## config.mk

```make
export PLATFORM = sky130hd
export DESIGN_NAME = fib_sequencer_flat
export DESIGN_NICKNAME = d
export VERILOG_FILES = /design/src/rtl/fib_seq_pkg.sv /design/src/rtl/fib_seq_if.sv /design/src/rtl/fib_seq_regs.sv /design/src/rtl/fib_sequencer.sv /design/src/flat_wrapper.sv
export SDC_FILE = /design/constraint.sdc
export NUM_CORES = 1
export LEC_CHECK = 0
export CAP_MARGIN = 10
export CORE_MARGIN = 2
export CORE_UTILIZATION = 35
export DETAILED_ROUTE_END_ITERATION = 8
export GPL_TIMING_DRIVEN = 0
export PLACE_DENSITY = 0.57
export SLEW_MARGIN = 15
export SYNTH_ARGS = -nofsm -noshare
export SYNTH_HDL_FRONTEND = slang
export SYNTH_HIERARCHICAL = 1
export SYNTH_SLANG_ARGS = --single-unit
```

## constraint.sdc

```tcl
create_clock -name clk -period 4.4 [get_ports clk]
set_clock_uncertainty 0.1 [all_clocks]
set_input_delay 0.66 -clock clk [delete_from_list [all_inputs] [get_ports clk]]
set_output_delay 0.66 -clock clk [all_outputs]
set_load 0.005 [all_outputs]
```

## src/rtl/fib_seq_pkg.sv

```systemverilog
// rtl/fib_seq_pkg.sv - register map, bit indices and FSM encoding for the Fibonacci sequencer
package fib_seq_pkg;

  localparam logic [1:0] REG_CTRL   = 2'd0;
  localparam logic [1:0] REG_STEPS  = 2'd1;
  localparam logic [1:0] REG_STATUS = 2'd2;
  localparam logic [1:0] REG_RESULT = 2'd3;

  localparam int CTRL_START = 0;
  localparam int CTRL_ABORT = 1;
  localparam int CTRL_CONT  = 2;

  localparam int STAT_BUSY = 0;
  localparam int STAT_DONE = 1;
  localparam int STAT_OVF  = 2;

  typedef enum logic [1:0] {
    ST_IDLE    = 2'd0,
    ST_CLEAR   = 2'd1,
    ST_RUN     = 2'd2,
    ST_CAPTURE = 2'd3
  } state_t;

endpackage

```

## src/rtl/fib_seq_if.sv

```systemverilog
// rtl/fib_seq_if.sv - Wishbone slave bus bundle for the Fibonacci sequencer
interface fib_seq_if;

  logic        wbs_stb_i;
  logic        wbs_cyc_i;
  logic        wbs_we_i;
  logic [3:0]  wbs_sel_i;
  logic [31:0] wbs_adr_i;
  logic [31:0] wbs_dat_i;
  logic        wbs_ack_o;
  logic [31:0] wbs_dat_o;

  modport master (
    output wbs_stb_i, wbs_cyc_i, wbs_we_i, wbs_sel_i, wbs_adr_i, wbs_dat_i,
    input  wbs_ack_o, wbs_dat_o
  );

  modport slave (
    input  wbs_stb_i, wbs_cyc_i, wbs_we_i, wbs_sel_i, wbs_adr_i, wbs_dat_i,
    output wbs_ack_o, wbs_dat_o
  );

endinterface

```

## src/rtl/fib_seq_regs.sv

```systemverilog
// rtl/fib_seq_regs.sv - Wishbone decode, single-cycle ack and register file with W1C status
module fib_seq_regs
  import fib_seq_pkg::*;
#(
  parameter int          WIDTH     = 32,
  parameter int          CNT_W     = 16,
  parameter logic [31:0] BASE_ADDR = 32'h3000_0000
) (
  input  logic             clk,
  input  logic             reset,
  fib_seq_if.slave         wb,
  input  logic             busy,
  input  logic             set_done,
  input  logic             set_ovf,
  input  logic             clr_status,
  input  logic             result_we,
  input  logic [WIDTH-1:0] result_d,
  output logic [CNT_W-1:0] steps,
  output logic             continuous,
  output logic             start_pulse,
  output logic             abort_pulse
);

  logic             req;
  logic             hit;
  logic             wr;
  logic [1:0]       off;
  logic             ctrl_wr;
  logic             stat_wr;
  logic [31:0]      wmask;
  logic [31:0]      rdata;
  logic             done;
  logic             overflow;
  logic [WIDTH-1:0] result;
  logic             unused_bits;

  // ack low in the request's first cycle gates a new request, giving one ack per two cycles
  assign req     = wb.wbs_stb_i & wb.wbs_cyc_i & ~wb.wbs_ack_o;
  assign hit     = (wb.wbs_adr_i[31:4] == BASE_ADDR[31:4]);
  assign wr      = req & hit & wb.wbs_we_i;
  assign off     = wb.wbs_adr_i[3:2];
  assign ctrl_wr = wr & (off == REG_CTRL) & wb.wbs_sel_i[0];
  assign stat_wr = wr & (off == REG_STATUS) & wb.wbs_sel_i[0];
  assign wmask   = {{8{wb.wbs_sel_i[3]}}, {8{wb.wbs_sel_i[2]}},
                    {8{wb.wbs_sel_i[1]}}, {8{wb.wbs_sel_i[0]}}};

  assign unused_bits = ^{wb.wbs_adr_i[1:0], wb.wbs_dat_i, wmask};

  always_comb begin
    rdata = '0;
    case (off)
      REG_CTRL:   rdata[CTRL_CONT] = continuous;
      REG_STEPS:  rdata[CNT_W-1:0] = steps;
      REG_STATUS: begin
        rdata[STAT_BUSY] = busy;
        rdata[STAT_DONE] = done;
        rdata[STAT_OVF]  = overflow;
      end
      default:    rdata[WIDTH-1:0] = result;
    endcase
  end

  always_ff @(posedge clk) begin
    if (reset) begin
      wb.wbs_ack_o <= 1'b0;
      wb.wbs_dat_o <= '0;
      steps        <= '0;
      continuous   <= 1'b0;
      start_pulse  <= 1'b0;
      abort_pulse  <= 1'b0;
      done         <= 1'b0;
      overflow     <= 1'b0;
      result       <= '0;
    end else begin
      wb.wbs_ack_o <= req;
      if (req) begin
        wb.wbs_dat_o <= (hit && !wb.wbs_we_i) ? rdata : '0;
      end

      // abort takes priority over a start carried in the same write
      start_pulse <= ctrl_wr & wb.wbs_dat_i[CTRL_START] & ~wb.wbs_dat_i[CTRL_ABORT];
      abort_pulse <= ctrl_wr & wb.wbs_dat_i[CTRL_ABORT];
      if (ctrl_wr) begin
        continuous <= wb.wbs_dat_i[CTRL_CONT];
      end

      if (wr && off == REG_STEPS) begin
        steps <= (steps & ~wmask[CNT_W-1:0]) | (wb.wbs_dat_i[CNT_W-1:0] & wmask[CNT_W-1:0]);
      end

      // a hardware set beats a coincident software clear
      if (set_done) begin
        done <= 1'b1;
      end else if (clr_status || (stat_wr && wb.wbs_dat_i[STAT_DONE])) begin
        done <= 1'b0;
      end

      if (set_ovf) begin
        overflow <= 1'b1;
      end else if (clr_status || (stat_wr && wb.wbs_dat_i[STAT_OVF])) begin
        overflow <= 1'b0;
      end

      if (result_we) begin
        result <= result_d;
      end
    end
  end

endmodule

```

## src/rtl/fib_sequencer.sv

```systemverilog
// rtl/fib_sequencer.sv - runs the Fibonacci core for N steps or continuously and captures the result
module fib_sequencer
  import fib_seq_pkg::*;
#(
  parameter int          WIDTH       = 32,
  parameter int          CNT_W       = 16,
  parameter logic [31:0] BASE_ADDR   = 32'h3000_0000,
  parameter int          STOP_ON_OVF = 0
) (
  input  logic             clk,
  input  logic             reset,
  fib_seq_if.slave         wb,
  input  logic [WIDTH-1:0] fib_value,
  output logic             fib_clear,
  output logic             fib_step,
  output logic             busy,
  output logic             done_pulse
);

  state_t           state;
  state_t           state_nxt;
  logic [CNT_W-1:0] counter;
  logic [CNT_W-1:0] steps;
  logic [WIDTH-1:0] prev;
  logic             run_cont;
  logic             continuous;
  logic             start_pulse;
  logic             abort_pulse;
  logic             ovf_now;
  logic             set_done;
  logic             clr_status;
  logic             result_we;

  fib_seq_regs #(
    .WIDTH     (WIDTH),
    .CNT_W     (CNT_W),
    .BASE_ADDR (BASE_ADDR)
  ) u_regs (
    .clk         (clk),
    .reset       (reset),
    .wb          (wb),
    .busy        (busy),
    .set_done    (set_done),
    .set_ovf     (ovf_now),
    .clr_status  (clr_status),
    .result_we   (result_we),
    .result_d    (fib_value),
    .steps       (steps),
    .continuous  (continuous),
    .start_pulse (start_pulse),
    .abort_pulse (abort_pulse)
  );

  assign busy    = (state != ST_IDLE);
  assign ovf_now = (state == ST_RUN || state == ST_CAPTURE) && (fib_value < prev);

  always_comb begin
    state_nxt  = state;
    fib_clear  = 1'b0;
    fib_step   = 1'b0;
    done_pulse = 1'b0;
    set_done   = 1'b0;
    result_we  = 1'b0;
    clr_status = 1'b0;
    case (state)
      ST_IDLE: begin
        if (start_pulse) begin
          state_nxt  = ST_CLEAR;
          clr_status = 1'b1;
        end
      end
      ST_CLEAR: begin
        fib_clear = 1'b1;
        state_nxt = (counter == '0 && !run_cont) ? ST_CAPTURE : ST_RUN;
      end
      ST_RUN: begin
        // holding the step back keeps the wrapped value on the core for capture
        if (STOP_ON_OVF != 0 && ovf_now) begin
          state_nxt = ST_CAPTURE;
        end else begin
          fib_step  = 1'b1;
          result_we = run_cont;
          if (!run_cont && counter == CNT_W'(1)) begin
            state_nxt = ST_CAPTURE;
          end
        end
      end
      default: begin
        result_we  = 1'b1;
        set_done   = 1'b1;
        done_pulse = 1'b1;
        state_nxt  = ST_IDLE;
      end
    endcase
    if (abort_pulse && state != ST_IDLE) begin
      state_nxt  = ST_IDLE;
      fib_clear  = 1'b0;
      fib_step   = 1'b0;
      done_pulse = 1'b0;
      set_done   = 1'b0;
      result_we  = 1'b0;
    end
  end

  always_ff @(posedge clk) begin
    if (reset) begin
      state    <= ST_IDLE;
      counter  <= '0;
      prev     <= '0;
      run_cont <= 1'b0;
    end else begin
      state <= state_nxt;
      if (state == ST_IDLE && start_pulse) begin
        counter  <= steps;
        run_cont <= continuous;
      end else if (state == ST_RUN) begin
        counter <= counter - 1'b1;
      end
      if (state == ST_CLEAR) begin
        prev <= '0;
      end else if (state == ST_RUN || state == ST_CAPTURE) begin
        prev <= fib_value;
      end
    end
  end

endmodule

```

## src/flat_wrapper.sv

```systemverilog
// flat-port wrapper written by rule: the top's interface ports become plain ports
module fib_sequencer_flat import fib_seq_pkg::*;
#(
  parameter int          WIDTH       = 32,
  parameter int          CNT_W       = 16,
  parameter logic [31:0] BASE_ADDR   = 32'h3000_0000,
  parameter int          STOP_ON_OVF = 0
)
  (clk, reset, fib_value, fib_clear, fib_step, busy, done_pulse, wb_wbs_stb_i, wb_wbs_cyc_i, wb_wbs_we_i, wb_wbs_sel_i, wb_wbs_adr_i, wb_wbs_dat_i, wb_wbs_ack_o, wb_wbs_dat_o);
  fib_seq_if wb_i ();
  input  logic clk;
  input  logic reset;
  input  logic [WIDTH-1:0] fib_value;
  output logic fib_clear;
  output logic fib_step;
  output logic busy;
  output logic done_pulse;
  input wire logic [$bits(wb_i.wbs_stb_i)-1:0] wb_wbs_stb_i;
  input wire logic [$bits(wb_i.wbs_cyc_i)-1:0] wb_wbs_cyc_i;
  input wire logic [$bits(wb_i.wbs_we_i)-1:0] wb_wbs_we_i;
  input wire logic [$bits(wb_i.wbs_sel_i)-1:0] wb_wbs_sel_i;
  input wire logic [$bits(wb_i.wbs_adr_i)-1:0] wb_wbs_adr_i;
  input wire logic [$bits(wb_i.wbs_dat_i)-1:0] wb_wbs_dat_i;
  output wire logic [$bits(wb_i.wbs_ack_o)-1:0] wb_wbs_ack_o;
  output wire logic [$bits(wb_i.wbs_dat_o)-1:0] wb_wbs_dat_o;
  assign wb_i.wbs_stb_i = wb_wbs_stb_i;
  assign wb_i.wbs_cyc_i = wb_wbs_cyc_i;
  assign wb_i.wbs_we_i = wb_wbs_we_i;
  assign wb_i.wbs_sel_i = wb_wbs_sel_i;
  assign wb_i.wbs_adr_i = wb_wbs_adr_i;
  assign wb_i.wbs_dat_i = wb_wbs_dat_i;
  assign wb_wbs_ack_o = wb_i.wbs_ack_o;
  assign wb_wbs_dat_o = wb_i.wbs_dat_o;
  fib_sequencer #(.WIDTH(WIDTH), .CNT_W(CNT_W), .BASE_ADDR(BASE_ADDR), .STOP_ON_OVF(STOP_ON_OVF)) u_core (.clk(clk), .reset(reset), .wb(wb_i), .fib_value(fib_value), .fib_clear(fib_clear), .fib_step(fib_step), .busy(busy), .done_pulse(done_pulse));
endmodule
```

==> run_results.csv <==
group,metric,value,unit
floorplan,die_h,139.6,µm
logic_synthesis,synthSimpleGateAreaFrac,0.2085,
power,p_leak,0.002963,µW
place,gp_congestion,0.8487,
logic_synthesis,synth_mux_area_frac,0.05810,
routing,via_per_inst,5.031,
place,place_inst,1096,
run_status,status,"finished, final reports clean",
logic_synthesis,synth_edf_count,0,
power,power_frac_comb,0.120,
clock_tree,clock_sinks,137,
floorplan,io_pins,142,
layout,diodes,0,
timing,rsz0062_at_grt,"no",
logic_synthesis,synth_compound_area_frac,0.1555,
clock_tree,clock_latency,0.42,ns
power,p_sw_frac,0.2444,
timing,hold_viol,0,
routing,dr.pass1.iters,5,
place,pre_cts_ws,1.273,ns
floorplan,die_x,139.6,µm
routing,ant_nets,0,
logic_synthesis,synth_nets,890,
power,p_per_area,368.1,nW/µm²
timing,slew_headroom,0.4688,
grt,grt_start_max_net_pins,17,
logic_synthesis,yosysTopAreaCell,"dfxtp_1",
grt,grt_use_total,0.1824,
routing,vias,5670,
clock_tree,cts_hold_buf,0,
clock_tree,cts_tree,"done",
worst_setup_path,reg2reg_depth,8,
floorplan,core_area,18020,µm²
timing,period_needed,3.108,ns
power,p_total,3132,µW
grt,antenna_found_initial,0,
clock_tree,htree_levels,4,
layout,final_cells,1127,
layout,layout-drive-gt1-share,0.06904,
worst_setup_path,critPathLaunch,"u_core/state[0]",
timing,timing.setup.tns,0,ns
clock_tree,cts_buffers,17,
worst_setup_path,r2r_setup_slack,1.29,ns
timing,worst_pin_slew,0.7969,ns
logic_synthesis,yosysSeqAreaShare,0.4260,
clock_tree,clk_path_buf_depth,2,
hold_path,holdPathStages,2,
logic_synthesis,synth_fa_ha_area_frac,0.07190,
power,irDropWorstVdd,280.1,µV
floorplan,dieArea,19500,µm²
logic_synthesis,ys_warn_count,6,
logic_synthesis,ys_seq_elements,137,
worst_setup_path,crit_path_end_kind,"flip-flop",
power,p_int,2367,µW
hold_path,min_from,"u_core/prev[0]",
layout,nets,1028,
power,seqPwrFrac,0.417,
worst_setup_path,reg2reg_to,"u_core/u_regs/result[20]",
power,p_switching,765.5,µW
layout,nFillCells,1802,
routing,wl,17.56,mm
clock_tree,postCtsResizedCells,0,
routing,drt-initial-drc-count,362,
logic_synthesis,synth_top_cells_by_area,"dfxtp_1 43%, ha_1 7.2%, nand2_1 6.1%, mux2i_1 5.3%, a21oi_1 5.1%",
clock_tree,clkSlewWorstSetupHoldPaths,0.06,ns
worst_setup_path,critPathKind,"reg -> reg",
grt,grt_pass1_vias,5428,
logic_synthesis,avgSynthCellArea,8.608,µm²
routing,drc,0,
logic_synthesis,ys.flop_type,"dfxtp_1",
power,clkPwrFrac,0.462,
grt,gr-total-overflow,0,
timing,setup_slack,1.292,ns
logic_synthesis,synth_xor_area_frac,0.01632,
floorplan,initial_core_util,0.3572,
grt,grt_pass1_wl,28.26,mm
logic_synthesis,syn-instance-count,748,
logic_synthesis,synth_cell_types,55,
worst_setup_path,worstPathArrival,3.29,ns
logic_synthesis,netlist_area,6439,µm²
floorplan,rows,49,
job,max_cap_violations,0,
clock_tree,cts_root_buffer,"clkbuf_16",
place,hpwlAfterDp,13.20,mm
worst_setup_path,startpoint_type,"flip-flop",
timing,slew_viol_final,0,
logic_synthesis,synth_top_family_by_area,"simple AND/OR/NAND/NOR gates",
timing,finalCritPeriodShare,0.7063,
logic_synthesis,synth_top_area_frac,0.4260,
worst_setup_path,r2r_start,"u_core/state[0]",
worst_setup_path,required,4.58,ns
clock_tree,post-cts-setup-buffers,0,
worst_setup_path,crit_path_max_fanout,10,
place,io_buffers,119,
timing,setup_violations,0,
hold_path,worstHoldEndpoint,"u_core/prev[0]",
routing,routedWlPerCell,15.58,µm
timing,max_freq,321.8,MHz
layout,area_growth,32.16,%
logic_synthesis,ys_async_sr_fraction,0,
hold_path,min_path_type,"reg -> reg",
==> cell usage after synthesis, types with 5 or more instances <==
cell      number
clkbuf_1      36
nor2_1        67
a22o_1        16
nor2b_1        7
xnor2_1        7
ha_1          37
buf_2         13
a21oi_1       65
dfxtp_1      137
nor4_2         6
nor3_1         6
xor2_1         5
o31ai_1       16
a211oi_1      16
nand2_1      104
mux2i_1       34
nand4_1       31
o211ai_1      14
inv_1         52
and4_1         5
o21ai_0       10
nand3_1        5
==> layout by cell type (no fill, tap or decap), types with 5 or more instances in the layout <==
cell type,count
xnor2_1,7
mux2i_1,34
a22o_1,16
nor2b_1,7
ha_1,37
nand3_1,5
dfxtp_1,137
nor3_1,6
nor4_2,6
buf_2,13
a211oi_1,16
nor2_1,67
xor2_1,5
a21oi_1,65
o31ai_1,16
and4_1,5
inv_1,52
o211ai_1,14
nand4_1,31
o21ai_0,10
clkbuf_16,17
clkdlybuf4s50_1,119
nand2_1,104
clkbuf_1,37
==> critical path, stage by stage, from the launching register on <==
cell	delay (ns)
dfxtp_1	0.35
inv_1	0.09
ha_1	0.21
clkbuf_1	0.26
o41ai_1	0.63
clkbuf_1	0.36
buf_1	0.65
mux2i_1	0.27
nor2_1	0.05
==> kinds of logic after synthesis <==
family,Yosys count
XOR/XNOR,12
AND/OR/NAND/NOR,269
flip-flops,137
buffers and inverters,104
adder cells (fa/ha/maj),37
AO/OA/AOI/OAI,153
multiplexers,36
==> area by class of cell <==
cell class / count / area, µm² / share of cell area
Buffer: 52 / 215.2 / 0.02529
Inverter: 52 / 195.2 / 0.02294
Tap cell: 229 / 286.5 / 0.03367
Timing Repair Buffer: 119 / 1191 / 0.1400
Multi-Input combinational cell: 507 / 3286 / 0.3861
Clock inverter: 12 / 150.1 / 0.01764
Sequential cell: 137 / 2743 / 0.3223
Clock buffer: 19 / 442.9 / 0.05205
==> metrics by stage <==
step / utilization / instance area [µm²] / hold slack, ns
2_1_floorplan: - / 6439 / 0.3273
3_3_place_gp: 0.4392 / 7916 / 0.3356
3_5_place_dp: 0.4392 / 7916 / 0.3432
4_1_cts: 0.4721 / 8509 / 0.3508
5_1_grt: 0.4721 / 8509 / 0.3686
6_report: 0.4721 / 8509 / 0.3491
==> power groups by stage <==
stage | sequential, µW | clock, µW | combinational (µW)
2_1_floorplan | 1330 | 0 | 216
3_3_place_gp | 1330 | 0 | 376
3_5_place_dp | 1330 | 0 | 378
4_1_cts | 1310 | 1480 | 380
5_1_grt | 1310 | 1530 | 415
6_report | 1310 | 1450 | 377
==> routing by layer <==
| metal | wire length, µm | vias to the layer above | GRT usage | part of all wire |
|---|---|---|---|---|
| met5 | 0 | - | 0 | 0 |
| met4 | 181 | 0 | 0.04947 | 0.010 |
| met3 | 1046 | 10 | 0.05403 | 0.060 |
| met2 | 7575 | 163 | 0.2743 | 0.43 |
| met1 | 8760 | 2586 | 0.2558 | 0.50 |
| li1 | - | 2911 | - | - |
==> worst max-delay path by stage <==
stage                     slack [ns]                       end  cells past startpoint
after detailed placement        1.27    u_core/u_regs/overflow                      9
after global routing            1.04  u_core/u_regs/result[10]                     11
final                           1.29  u_core/u_regs/result[20]                      8
after CTS                       1.26  u_core/u_regs/result[20]                      8
after floorplan                 1.97  u_core/u_regs/result[10]                     11
after global placement          1.25    u_core/u_regs/overflow                      9
No activity file was read; power rests on OpenSTA's default activity.
